`src/rtl/uart_com_pkg.sv`:
```
// uart_com_pkg: shared types and helpers for the uart_com host link.
//   tx_state_t / rx_state_t : frame state encodings for the TX and RX FSMs.
//   clks_per_bit()          : integer (truncating) baud divisor from the
//                             system clock in kHz and the line rate in bit/s.
package uart_com_pkg;

  typedef enum logic [1:0] {
    TX_IDLE,
    TX_START,
    TX_DATA,
    TX_STOP
  } tx_state_t;

  typedef enum logic [1:0] {
    RX_IDLE,
    RX_START,
    RX_DATA,
    RX_STOP
  } rx_state_t;

  // Bit-time counters never get narrower than this.
  localparam int unsigned MIN_CNT_W = 16;

  function automatic int unsigned clks_per_bit(input int unsigned khz,
                                               input int unsigned baud);
    longint unsigned hz;
    hz = longint'(khz) * 64'd1000;
    return int'(hz / longint'(baud));
  endfunction

endpackage

```
`src/rtl/uart_com_rx.sv`:
```
// uart_com_rx: 8N1 receiver for uart_com.
//   system_clock  in   rising-edge clock
//   ext_reset_n   in   asynchronous active-low reset
//   rx            in   raw serial input (asynchronous, idles high)
//   data_rdy      out  one-cycle strobe, new byte on data_received
//   data_received out  last accepted byte, held until the next one
// Configuration macro: UART_COM_FRAMING_CHECK_EN -- when defined, bytes whose
// stop bit samples 0 are dropped; otherwise they are delivered anyway.
module uart_com_rx
  import uart_com_pkg::*;
#(
  parameter int unsigned CLKS_PER_BIT = 868,
  parameter int unsigned CNT_W        = 16
) (
  input  logic       system_clock,
  input  logic       ext_reset_n,
  input  logic       rx,
  output logic       data_rdy,
  output logic [7:0] data_received
);

  localparam logic [CNT_W-1:0] BIT_M1  = CNT_W'(CLKS_PER_BIT - 1);
  localparam logic [CNT_W-1:0] HALF_M1 = CNT_W'((CLKS_PER_BIT / 2) - 1);
  localparam logic [CNT_W-1:0] CNT_ONE = CNT_W'(1);

  logic             rx_meta_q;
  logic             rx_sync_q;
  rx_state_t        state_q, state_d;
  logic [CNT_W-1:0] cnt_q, cnt_d;
  logic [2:0]       bit_q, bit_d;
  logic [7:0]       shift_q, shift_d;
  logic             armed_q, armed_d;
  logic             rdy_q, rdy_d;
  logic [7:0]       data_q, data_d;

  always_comb begin
    state_d = state_q;
    cnt_d   = cnt_q;
    bit_d   = bit_q;
    shift_d = shift_q;
    armed_d = armed_q;
    rdy_d   = 1'b0;
    data_d  = data_q;
    case (state_q)
      // A start edge only counts once the line has been seen high since the
      // last frame, so a held break cannot retrigger back-to-back frames.
      RX_IDLE: begin
        cnt_d = '0;
        bit_d = '0;
        if (rx_sync_q) begin
          armed_d = 1'b1;
        end else if (armed_q) begin
          state_d = RX_START;
        end
      end
      RX_START: begin
        if (cnt_q == HALF_M1) begin
          cnt_d   = '0;
          state_d = rx_sync_q ? RX_IDLE : RX_DATA;
        end else begin
          cnt_d = cnt_q + CNT_ONE;
        end
      end
      RX_DATA: begin
        if (cnt_q == BIT_M1) begin
          cnt_d   = '0;
          shift_d = {rx_sync_q, shift_q[7:1]};
          bit_d   = bit_q + 3'd1;
          if (bit_q == 3'd7) begin
            state_d = RX_STOP;
          end
        end else begin
          cnt_d = cnt_q + CNT_ONE;
        end
      end
      RX_STOP: begin
        if (cnt_q == BIT_M1) begin
          cnt_d   = '0;
          state_d = RX_IDLE;
          armed_d = 1'b0;
`ifdef UART_COM_FRAMING_CHECK_EN
          if (rx_sync_q) begin
            rdy_d  = 1'b1;
            data_d = shift_q;
          end
`else
          rdy_d  = 1'b1;
          data_d = shift_q;
`endif
        end else begin
          cnt_d = cnt_q + CNT_ONE;
        end
      end
      default: state_d = RX_IDLE;
    endcase
  end

  always_ff @(posedge system_clock or negedge ext_reset_n) begin
    if (!ext_reset_n) begin
      rx_meta_q <= 1'b1;
      rx_sync_q <= 1'b1;
      state_q   <= RX_IDLE;
      cnt_q     <= '0;
      bit_q     <= '0;
      shift_q   <= '0;
      armed_q   <= 1'b0;
      rdy_q     <= 1'b0;
      data_q    <= '0;
    end else begin
      rx_meta_q <= rx;
      rx_sync_q <= rx_meta_q;
      state_q   <= state_d;
      cnt_q     <= cnt_d;
      bit_q     <= bit_d;
      shift_q   <= shift_d;
      armed_q   <= armed_d;
      rdy_q     <= rdy_d;
      data_q    <= data_d;
    end
  end

  assign data_rdy      = rdy_q;
  assign data_received = data_q;

endmodule

```
`src/rtl/uart_com.sv`:
```
// uart_com: full-duplex 8N1 UART, host link of the logic-analyzer top level.
//   system_clock  in   rising-edge clock
//   ext_reset_n   in   asynchronous active-low reset
//   trans_en      in   transmit request (accepted only when idle)
//   data_out      in   byte to send, captured on acceptance
//   Rx            in   serial input (asynchronous, idles high)
//   Tx            out  serial output (idles high)
//   tx_busy       out  high while a frame is on the line
//   data_rdy      out  one-cycle strobe for data_received
//   data_received out  last received byte
// Configuration macro: UART_COM_FRAMING_CHECK_EN (see uart_com_rx).
module uart_com
  import uart_com_pkg::*;
#(
  parameter int unsigned INPUT_CLK_KHZ = 100_000,
  parameter int unsigned BAUD_RATE     = 115200
) (
  input  logic       system_clock,
  input  logic       ext_reset_n,
  input  logic       trans_en,
  input  logic [7:0] data_out,
  input  logic       Rx,
  output logic       Tx,
  output logic       tx_busy,
  output logic       data_rdy,
  output logic [7:0] data_received
);

  localparam int unsigned CLKS_PER_BIT = clks_per_bit(INPUT_CLK_KHZ, BAUD_RATE);
  localparam int unsigned CNT_W = ($clog2(CLKS_PER_BIT) > MIN_CNT_W) ?
                                  $clog2(CLKS_PER_BIT) : MIN_CNT_W;
  localparam logic [CNT_W-1:0] BIT_M1  = CNT_W'(CLKS_PER_BIT - 1);
  localparam logic [CNT_W-1:0] CNT_ONE = CNT_W'(1);

  tx_state_t        state_q, state_d;
  logic [CNT_W-1:0] cnt_q, cnt_d;
  logic [2:0]       bit_q, bit_d;
  logic [7:0]       shift_q, shift_d;
  logic             tx_q, tx_d;
  logic             busy_q, busy_d;

  always_comb begin
    state_d = state_q;
    cnt_d   = cnt_q;
    bit_d   = bit_q;
    shift_d = shift_q;
    case (state_q)
      TX_IDLE: begin
        cnt_d = '0;
        bit_d = '0;
        if (trans_en) begin
          state_d = TX_START;
          shift_d = data_out;
        end
      end
      TX_START: begin
        if (cnt_q == BIT_M1) begin
          cnt_d   = '0;
          state_d = TX_DATA;
        end else begin
          cnt_d = cnt_q + CNT_ONE;
        end
      end
      TX_DATA: begin
        if (cnt_q == BIT_M1) begin
          cnt_d   = '0;
          shift_d = {1'b0, shift_q[7:1]};
          bit_d   = bit_q + 3'd1;
          if (bit_q == 3'd7) begin
            state_d = TX_STOP;
          end
        end else begin
          cnt_d = cnt_q + CNT_ONE;
        end
      end
      TX_STOP: begin
        if (cnt_q == BIT_M1) begin
          cnt_d   = '0;
          state_d = TX_IDLE;
        end else begin
          cnt_d = cnt_q + CNT_ONE;
        end
      end
      default: state_d = TX_IDLE;
    endcase

    // Line outputs are registered from the current state, so the whole frame
    // appears one cycle after acceptance and busy spans exactly 10 bit times.
    busy_d = (state_q != TX_IDLE);
    case (state_q)
      TX_START: tx_d = 1'b0;
      TX_DATA:  tx_d = shift_q[0];
      default:  tx_d = 1'b1;
    endcase
  end

  always_ff @(posedge system_clock or negedge ext_reset_n) begin
    if (!ext_reset_n) begin
      state_q <= TX_IDLE;
      cnt_q   <= '0;
      bit_q   <= '0;
      shift_q <= '0;
      tx_q    <= 1'b1;
      busy_q  <= 1'b0;
    end else begin
      state_q <= state_d;
      cnt_q   <= cnt_d;
      bit_q   <= bit_d;
      shift_q <= shift_d;
      tx_q    <= tx_d;
      busy_q  <= busy_d;
    end
  end

  assign Tx      = tx_q;
  assign tx_busy = busy_q;

  uart_com_rx #(
    .CLKS_PER_BIT(CLKS_PER_BIT),
    .CNT_W       (CNT_W)
  ) u_rx (
    .system_clock (system_clock),
    .ext_reset_n  (ext_reset_n),
    .rx           (Rx),
    .data_rdy     (data_rdy),
    .data_received(data_received)
  );

endmodule

```
`config.mk`:
```
export PLATFORM = sky130hd
export DESIGN_NAME = uart_com
export DESIGN_NICKNAME = d
export VERILOG_FILES = /design/src/rtl/uart_com_pkg.sv /design/src/rtl/uart_com_rx.sv /design/src/rtl/uart_com.sv
export SDC_FILE = /design/constraint.sdc
export NUM_CORES = 1
export LEC_CHECK = 0
export CAP_MARGIN = 0
export CORE_AREA = 2 2 98 100
export DETAILED_ROUTE_END_ITERATION = 6
export DIE_AREA = 0 0 100 102
export GPL_TIMING_DRIVEN = 0
export PLACE_DENSITY = 0.63
export SYNTH_ARGS = -nofsm -noshare
export SYNTH_HDL_FRONTEND = slang
export SYNTH_SLANG_ARGS = --single-unit
export TNS_END_PERCENT = 1
```
`constraint.sdc`:
```
create_clock -name system_clock -period 2.3 [get_ports system_clock]
set_clock_uncertainty 0.15 [all_clocks]
set_input_delay 0.23 -clock system_clock [delete_from_list [all_inputs] [get_ports system_clock]]
set_output_delay 0.23 -clock system_clock [all_outputs]
set_load 0.005 [all_outputs]
```
Yosys cells after proc, flatten, opt, wreduce, memory -nomap -nowiden
Index checks and enable logic that the tools add are counted.
{"block": "word_totals", "register_bits": 72, "in_bits": 12, "elab_cells": 90, "output_inout_bits": 11}
{"block": "op_classes", "reduce_logical": 16, "n_mux": 32, "addsub": 4, "eq_ne": 23}
{"cell": "2-to-1 mux 16 bit", "n": 3}
{"cell": "case mux 16 bit (3 select lines)", "n": 1}
{"cell": "adder 16 x 1 -> 16 bit (second input constant)", "n": 2}
{"cell": "== test 16 x 10 -> 1 bit (second input constant)", "n": 2}
{"cell": "case mux 16 bit (2 select lines)", "n": 1}
{"cell": "2-to-1 mux 2 bit", "n": 12}
{"cell": "== test 16 x 9 -> 1 bit (second input constant)", "n": 1}
{"cell": "2-to-1 mux 8 bit", "n": 2}
{"cell": "case mux 2 bit (4 select lines)", "n": 2}
{"cell": "case mux 8 bit (2 select lines)", "n": 1}
{"cell": "inequality test 2 x 1 -> 1 bit (second input constant)", "n": 6}
{"cell": "inequality test 2 bit (second input constant)", "n": 6}
{"cell": "case mux 3 bit (2 select lines)", "n": 2}
{"cell": "== test 2 bit (second input constant)", "n": 4}
{"cell": "AND reduction 2 bit", "n": 4}
{"cell": "nonzero test 2 bit", "n": 4}
{"cell": "adder 3 x 1 -> 3 bit (second input constant)", "n": 2}
{"cell": "== test 3 bit (second input constant)", "n": 2}
{"cell": "2-to-1 mux 3 bit", "n": 2}
{"cell": "AND reduction 3 bit", "n": 2}
{"cell": "AND reduction 6 bit", "n": 1}
{"cell": "AND reduction 5 bit", "n": 1}
{"cell": "== test 2 x 1 -> 1 bit (second input constant)", "n": 2}
{"cell": "zero test 2 bit", "n": 2}
{"cell": "4 further kinds", "n": 8}

Depth between registers and ports, before layout
{"block": "depth", "depth_word": 4, "mapped_depth": 7, "mapped_depth_nobuf": 6}

Cells and area by module
Synthesis repeated with hierarchy kept, for this count alone.
{"block": "hier_totals", "hier_cells": 314, "area_unflattened_um2": 3550.9}
{"mod": "uart_com_rx", "seq_area_each_um2": 1028.5, "n_inst": 1, "cells_per_inst": 160, "area_per_inst_um2": 1898.1}
{"mod": "uart_com", "seq_area_each_um2": 777.0, "n_inst": 1, "cells_per_inst": 154, "area_per_inst_um2": 1652.8}

Worst setup path after synthesis
OpenSTA, ideal clock, no wires.
{"block": "synth_timing", "path_kind": "reg-to-reg", "from": "register u_rx.cnt_q[14]", "to": "register u_rx.data_q[0] (netlist: u_rx.data_received[0])", "path_buffers": 1, "required_time_ns": 2.025, "synth_period_minus_slack_ns": 2.416, "setup_ns": 0.125, "arrival_ns": 2.141, "slack_ns": -0.116, "path_stages_with_launch": 6, "path_cell_list": "dfrtp_1 -> or4_4 -> or4_4 -> buf_6 -> nor2_8 -> mux2_4"}
{"block": "synth_via", "elab_chain_len": 2}
{"element": "start: declaration", "line_no": "uart_com_rx.sv:29", "rtl": "logic [CNT_W-1:0] cnt_q, cnt_d;"}
{"element": "start signal: assignment", "line_no": "uart_com_rx.sv:113", "rtl": "cnt_q <= cnt_d;"}
{"element": "== test 16 x 10 -> 1 bit", "line_no": "uart_com_rx.sv:77", "rtl": "if (cnt_q == BIT_M1) begin"}
{"element": "AND reduction 2 bit (no line)"}
{"element": "end signal: assignment", "line_no": "uart_com_rx.sv:118", "rtl": "data_q <= data_d;"}
{"element": "end: declaration", "line_no": "uart_com_rx.sv:34", "rtl": "logic [7:0] data_q, data_d;"}
No other way between the ends.
A chain may end at the register's enable or synchronous reset.

Worst setup path after layout
{"block": "layout_timing", "from": "register u_rx.cnt_q[14]", "to": "register u_rx.data_q[5] (netlist: u_rx.data_received[5])"}
The elaborated chain is that of the path after synthesis.

==> impl_metrics.yaml <==
run_status:
  status: "complete, but fails checks"
  violations: "setup timing"
timing:
  setup_viol: 26
  rsz0062_at_grt: "yes"
  max_freq_mhz: 408
  setup_tns_ps: -1680
  fin_ws_ps: -149
  maxSlewViolCount: 0
  worstMarginPinSlew_ps: 488
  relSlewSlack_pct: 67.2
  timing.hold.ws_ps: 175
  period_needed_ps: 2450
  period_share_pct: 106
  hold_viol: 0
cts:
  cts_max_path_buffers: 2
  cts_buffers: 9
  clock_latency_ps: 340
  cts.clk_slew.worst_paths_ps: 90
  cts_tree: "yes"
  cts_root_buf: "clkbuf_8"
  h-tree-depth: 3
  cts.sinks: 72
critical_path:
  endpoint_kind: "flip-flop"
  critical_path.startpoint: "u_rx.cnt_q[14]"
  reg2reg_depth: 4
  cp-endpoint: "u_rx.data_received[5]"
  crit_arrival_ps: 2540
  r2r_start: "u_rx.cnt_q[14]"
  path_class: "flip-flop to flip-flop"
  reg2reg_to: "u_rx.data_received[5]"
  reg2reg_slack_ps: -150
  crit_path_start_kind: "flip-flop"
  cp_data_required_time_ps: 2390
  worstPathMaxFanout: 8
synth:
  postSynthNetCount: 340
  synth.distinct_cells: 44
  synth_edf_count: 0
  synth-seq-cells: 72
  synth-seq-area-share_pct: 51.7
  ys.warnings.count: 0
  synth_area_per_cell_um2: 11.0
  syn-cell-area_mm2: 0.00349
  ys.flop_type: "dfrtp_1"
  netlist_instances: 316
  synthArstFlopShare_pct: 100
floorplanning:
  fp.dieH_um: 102
  io_pins: 23
  start_util_pct: 38.3
  die_w_um: 100
  dieArea_mm2: 0.0102
  core_area_mm2: 0.00911
  rows: 35
cells_and_area:
  nFillCells: 848
  layout-drive-gt1-share_pct: 21.2
  utilization_pct: 46.5
  diodes: 0
  final_cell_mix: "dfrtp_1 (69), nor2_1 (39), nand2_1 (23)"
  final_common_cell: "dfrtp_1"
  final_cells: 475
  nNetsFinal: 383
  synthToLayoutAreaGrowth_pct: 21.3
power:
  vdd_drop_max_mv: 0.503
  p_leak_nw: 1.85
  p_per_area_mw_per_mm2: 872
  p_total_mw: 3.69
drt:
  drtIter0Drc: 157
  vias: 2429
  via_per_inst: 5.11
  drtAntennaViolNets: 0
  drc_errors: 0
  drt_first_pass_iters: 4
  wirelength_um: 6130
  routedWlPerCell_um: 12.9
global_routing:
  grt_max_degree: 52
  antenna_found_initial: 0
  grt_pass1_wl_um: 10500
  grt_pass1_vias: 2283
  grt.overflow.total: 0
  gr-usage-all-layers_pct: 12.8
placement:
  hpwl_um: 4150
  placed_cells: 450
  portBuffers: 22
  gp_congestion: 0.765
run:
  maxCapViolCount: 0
hold_path:
  hold_class: "primary input to async pin"
## sequential cells by signal, indices dropped and copies added, names as in the netlist, named ones only
| register | count |
|---|---|
| u_rx.shift_q | 8 |
| cnt_q | 16 |
| u_rx.state_q | 1 |
| bit_q | 3 |
| u_rx.data_received | 8 |
| u_rx.armed_q | 1 |
| u_rx.data_rdy | 1 |
| u_rx.rx_meta_q | 1 |
| tx_busy | 1 |
| shift_q | 8 |
| Tx | 1 |
| u_rx.bit_q | 3 |
| u_rx.rx_sync_q | 1 |
| u_rx.cnt_q | 16 |
| state_q | 2 |
## power breakdown
group          switching, mW  leakage (nW)  internal [mW]  total [mW]
clock network          0.519         0.122          0.736        1.25
registers              0.163         0.946           1.45        1.61
logic                  0.423         0.785          0.399       0.821
## synth_stat cells (3+ instances only)
cell type / count / area share [%]
dfrtp_1: 69 / 49
nor2_1: 40 / 4.3
nand2_1: 23 / 2.5
xnor2_1: 20 / 5.0
inv_1: 14 / 1.5
ha_1: 12 / 4.3
nand3_1: 12 / 1.7
nand4_1: 11 / 2.0
o21ai_0: 11 / 1.6
mux2_2: 9 / 2.9
nor4_1: 9 / 1.6
mux2_4: 8 / 3.4
nor3_1: 8 / 1.1
or2_2: 8 / 1.4
o221a_2: 7 / 2.3
xor2_1: 7 / 1.8
clkbuf_1: 6 / 0.65
a21oi_1: 4 / 0.57
dfstp_2: 3 / 2.3
mux2i_1: 3 / 0.86
nand2b_1: 3 / 0.54
or4_4: 3 / 0.97
## worst max-delay path: stages (launching register included)
cell and delay, ps:
dfrtp_1 410, or4_4 580, or4_4 630, nor2_8 250
mux2_4 330
## per-layer routing
layer	GRT usage, %	wire length [um]	up-vias
li1	-	-	1193
met1	16.3	2980	1207
met2	20.7	2920	23
met3	4.04	169	6
met4	4.43	59	0
met5	0	0	-
## what timing repair did
| action | in CTS | in global routing |
|---|---|---|
| setup endpoints to repair | 45 | 46 |
| setup buffers | 3 | 6 |
| pin swaps | 3 | 5 |
| hold buffers | 1 | 0 |
| hold endpoints to repair | 69 | 0 |
| gates resized for setup | 3 | 5 |
## area by class of cell
cell class / instances / area (um^2) / share of cell area, %
Sequential cell: 72 / 1810 / 42.7
Clock buffer: 9 / 124 / 2.93
Buffer: 7 / 35.0 / 0.828
Tap cell: 111 / 139 / 3.28
Inverter: 14 / 52.6 / 1.24
Timing Repair Buffer: 33 / 323 / 7.63
Multi-Input combinational cell: 222 / 1630 / 38.4
Clock inverter: 7 / 126 / 2.99
## logic make-up after synthesis
| family | Yosys count | synth area share, % |
|---|---|---|
| DFF | 72 | 51.7 |
| buffers and inverters | 22 | 2.69 |
| muxes | 20 | 7.21 |
| adders and majority gates | 12 | 4.30 |
| AOI/OAI and AO/OA | 32 | 7.21 |
| and+or+nand+nor | 131 | 20.1 |
| xor gates and xnor gates | 27 | 6.78 |
## worst min path at each step
| stage | from | slack [ps] | depth (start not counted) | to |
|---|---|---|---|---|
| final | ext_reset_n | 170 | 2 | u_rx.cnt_q[14] |
| after global routing | Rx | 160 | 1 | u_rx.rx_meta_q |
| after CTS | Rx | 160 | 1 | u_rx.rx_meta_q |
| after detailed placement | ext_reset_n | 0.9 | 1 | u_rx.cnt_q[9] |
| after global placement | u_rx.rx_meta_q | 200 | 0 | u_rx.rx_sync_q |
| after floorplan | ext_reset_n | -220 | 0 | async pin |
## metrics by stage
step,worst slack (ps),instance area [um^2]
5_1_grt,-206,4230
2_1_floorplan,-73.3,3490
4_1_cts,-185,4170
3_5_place_dp,-295,3870
6_report,-149,4230
3_3_place_gp,-1700,3850
No activity file was read; power rests on OpenSTA's default activity.
==> RTL change: new RTL, same flow settings <==
Change the parameter `INPUT_CLK_KHZ` from 100_000 to 25_000.
--- a/src/rtl/uart_com.sv
+++ b/src/rtl/uart_com.sv
@@ -12,7 +12,7 @@
 module uart_com
   import uart_com_pkg::*;
 #(
-  parameter int unsigned INPUT_CLK_KHZ = 100_000,
+  parameter int unsigned INPUT_CLK_KHZ = 25_000,
   parameter int unsigned BAUD_RATE     = 115200
 ) (
   input  logic       system_clock,
Check against the original RTL: no difference found for any inputs over 10 cycles, from zero or initial values and one cycle with ext_reset_n low; that may be too few to reach the edited logic, so the function may still have changed.
==> RTL change against the original RTL <==
- synthesized area hardly changed
- design area shrank 3.3%
- non-clock buffer count fell by 10
- critical path type unchanged
- hold slack lost 0.019 ns
- wire length up 1.6%
- combinational power is 9.3% lower
- sequential cell count unchanged
- cell count shrank 2.5%
- clock power shrank 18%
- total power shrank 8.0%
- setup slack improved by 0.32 ns
==> RTL change: results (changes against the original RTL) <==
- R2R Setup Slk: 0.17 ns (+0.32 ns)
- Top Registers: cnt_q: 16 flops, u_rx.cnt_q: 16 flops
- Met1 Resource Use GR: 17.1% (+0.88 points)
- Leak pwr: 1.76 nW (-5.3%)
- Worst reg2reg path endpoint: u_rx.data_received[3]
- CP peak stage delay: 0.46 ns (-0.17 ns)
- Register area share after synthesis: 51.7% (about the same)
- Sw Ratio: 31.0% (+1.1 points)
- Post-DR vias/cell: 5.16 (+0.99%)
- Post-synthesis compound-gate area fraction: 6.85% (-0.36 points)
- Worst-Margin Slew: 0.485 ns (-0.00291 ns)
- HP Class: primary input to flip-flop
- Status: finished, final reports clean
- Setup Fix Bufs, Post-CTS: 0 (-3)
- Worst Path Arrival: 2.21 ns (-0.33 ns)
- First-pass GRT wire length: 11000 um (+5.0%)
- GR Util All Layers: 13.6% (+0.81 points)
- Filler instances: 865 (+2.0%)
- 1st-iter DRT viols: 101 (-36%)
- R2r startpoint: u_rx.cnt_q[8]
- Largest net degree at the start of global routing: 73 (+40%)
- Final Total Pwr: 3.39 mW (-8.0%)
- VDD IR max: 785 uV (+56%)
- WL met2: 2910 um (-0.51%)
- Slowest library cell on the worst path: dfrtp_1
- Synth top area share: 49.5% (about the same)
- Min-delay src: Rx
- Synth area leaders: dfrtp_1 49%, ha_1 4.7%, xnor2_1 4.3%
- Gpl congestion: 0.800 (+4.6%)
- Vias in the first global route: 2446 (+7.1%)
- Post-synthesis xor/xnor area fraction: 6.52% (-0.25 points)
- Deepest clock path buffer count: 2 (unchanged)
- Synth unique cells: 50 (+14%)
- R2R depth: 5 (+1)
- Nets: 372 (-2.9%)
- # resized after CTS: 0 (-3)
- Synthesized Nets: 337 (-0.88%)
- Mux contribution to synthesized area: 6.06% (-1.1 points)
- Global-route track usage on met2: 21.8% (+1.1 points)
- Post-synth ARST share: 100% (unchanged)
- P_clk: 1.03 mW (-18%)
- DR pass1 iterations: 4 (unchanged)
- WL met3: 222 um (+31%)
- DP HPWL: 4240 um (+2.2%)
- Most common library cells after synthesis: 69 x dfrtp_1, 35 x nor2_1, 19 x nand2_1
- M1 WL: 2980 um (+0.20%)
- GR Layer Usage met3: 4.04% (unchanged)
- CP Max Fanout: 10 (+2)
- Seq pwr: 1.62 mW
- Drt wl/cell: 13.4 um (+4.2%)
- Fraction of layout cells with a size suffix above 1: 16.8% (-4.4 points)
- Adder-cell share of the synthesized area: 4.66% (+0.36 points)
- Clk pin slew, worst setup/hold paths: 0.08 ns
RTL change: cell count changes in the layout (fill, tap and decap cells not counted), moves of 4 or more:
cell     unedited run  this run
buf_4              10         1
mux2_1              0         7
mux2_4              8         0
nand2_1            23        19
nand3_1            12        17
nor2_1             39        35
RTL change: how the worst max path moves through the flow:
stage	slack [ns]	cells after the start	from	to
after global routing	0.02	7	u_rx.cnt_q[0]	u_rx.data_received[0]
after detailed placement	0.17	7	u_rx.cnt_q[0]	u_rx.data_received[3]
after CTS	0.15	5	u_rx.cnt_q[8]	u_rx.data_received[3]
after global placement	-1.63	1	ext_reset_n	bit_q[1]
final	0.17	5	u_rx.cnt_q[8]	u_rx.data_received[3]
after floorplan	0.34	7	u_rx.cnt_q[0]	u_rx.data_received[0]
RTL change: stage by stage:
stage | TNS [ns] | area [um2] | std cells | setup slack [ns] | hold slack (ns)
2_1_floorplan | 0 | 3490 | 312 | 0.335 | -0.216
3_3_place_gp | -114.14 | 3850 | 445 | -1.63 | 0.196
3_5_place_dp | 0 | 3870 | 446 | 0.167 | 0.120
4_1_cts | 0 | 4090 | 463 | 0.150 | 0.143
5_1_grt | 0 | 4090 | 463 | 0.0227 | 0.149
6_report | 0 | 4090 | 463 | 0.172 | 0.156
RTL change: worst max-delay path, delay by kind of cell (launching register included):
kind	cells	cell delay [ns]
buf+inv	1	0.19
flops	1	0.46
mux	1	0.32
simple gates	3	0.88
RTL change: cell type report:
type | instances | area (um2) | area share (%)
Buffer | 6 | 40.0 | 0.979
Clock buffer | 10 | 138 | 3.36
Clock inverter | 6 | 67.6 | 1.65
Inverter | 16 | 60.1 | 1.47
Multi-Input combinational cell | 218 | 1590 | 38.8
Sequential cell | 72 | 1810 | 44.1
Tap cell | 111 | 139 | 3.40
Timing Repair Buffer | 24 | 255 | 6.24
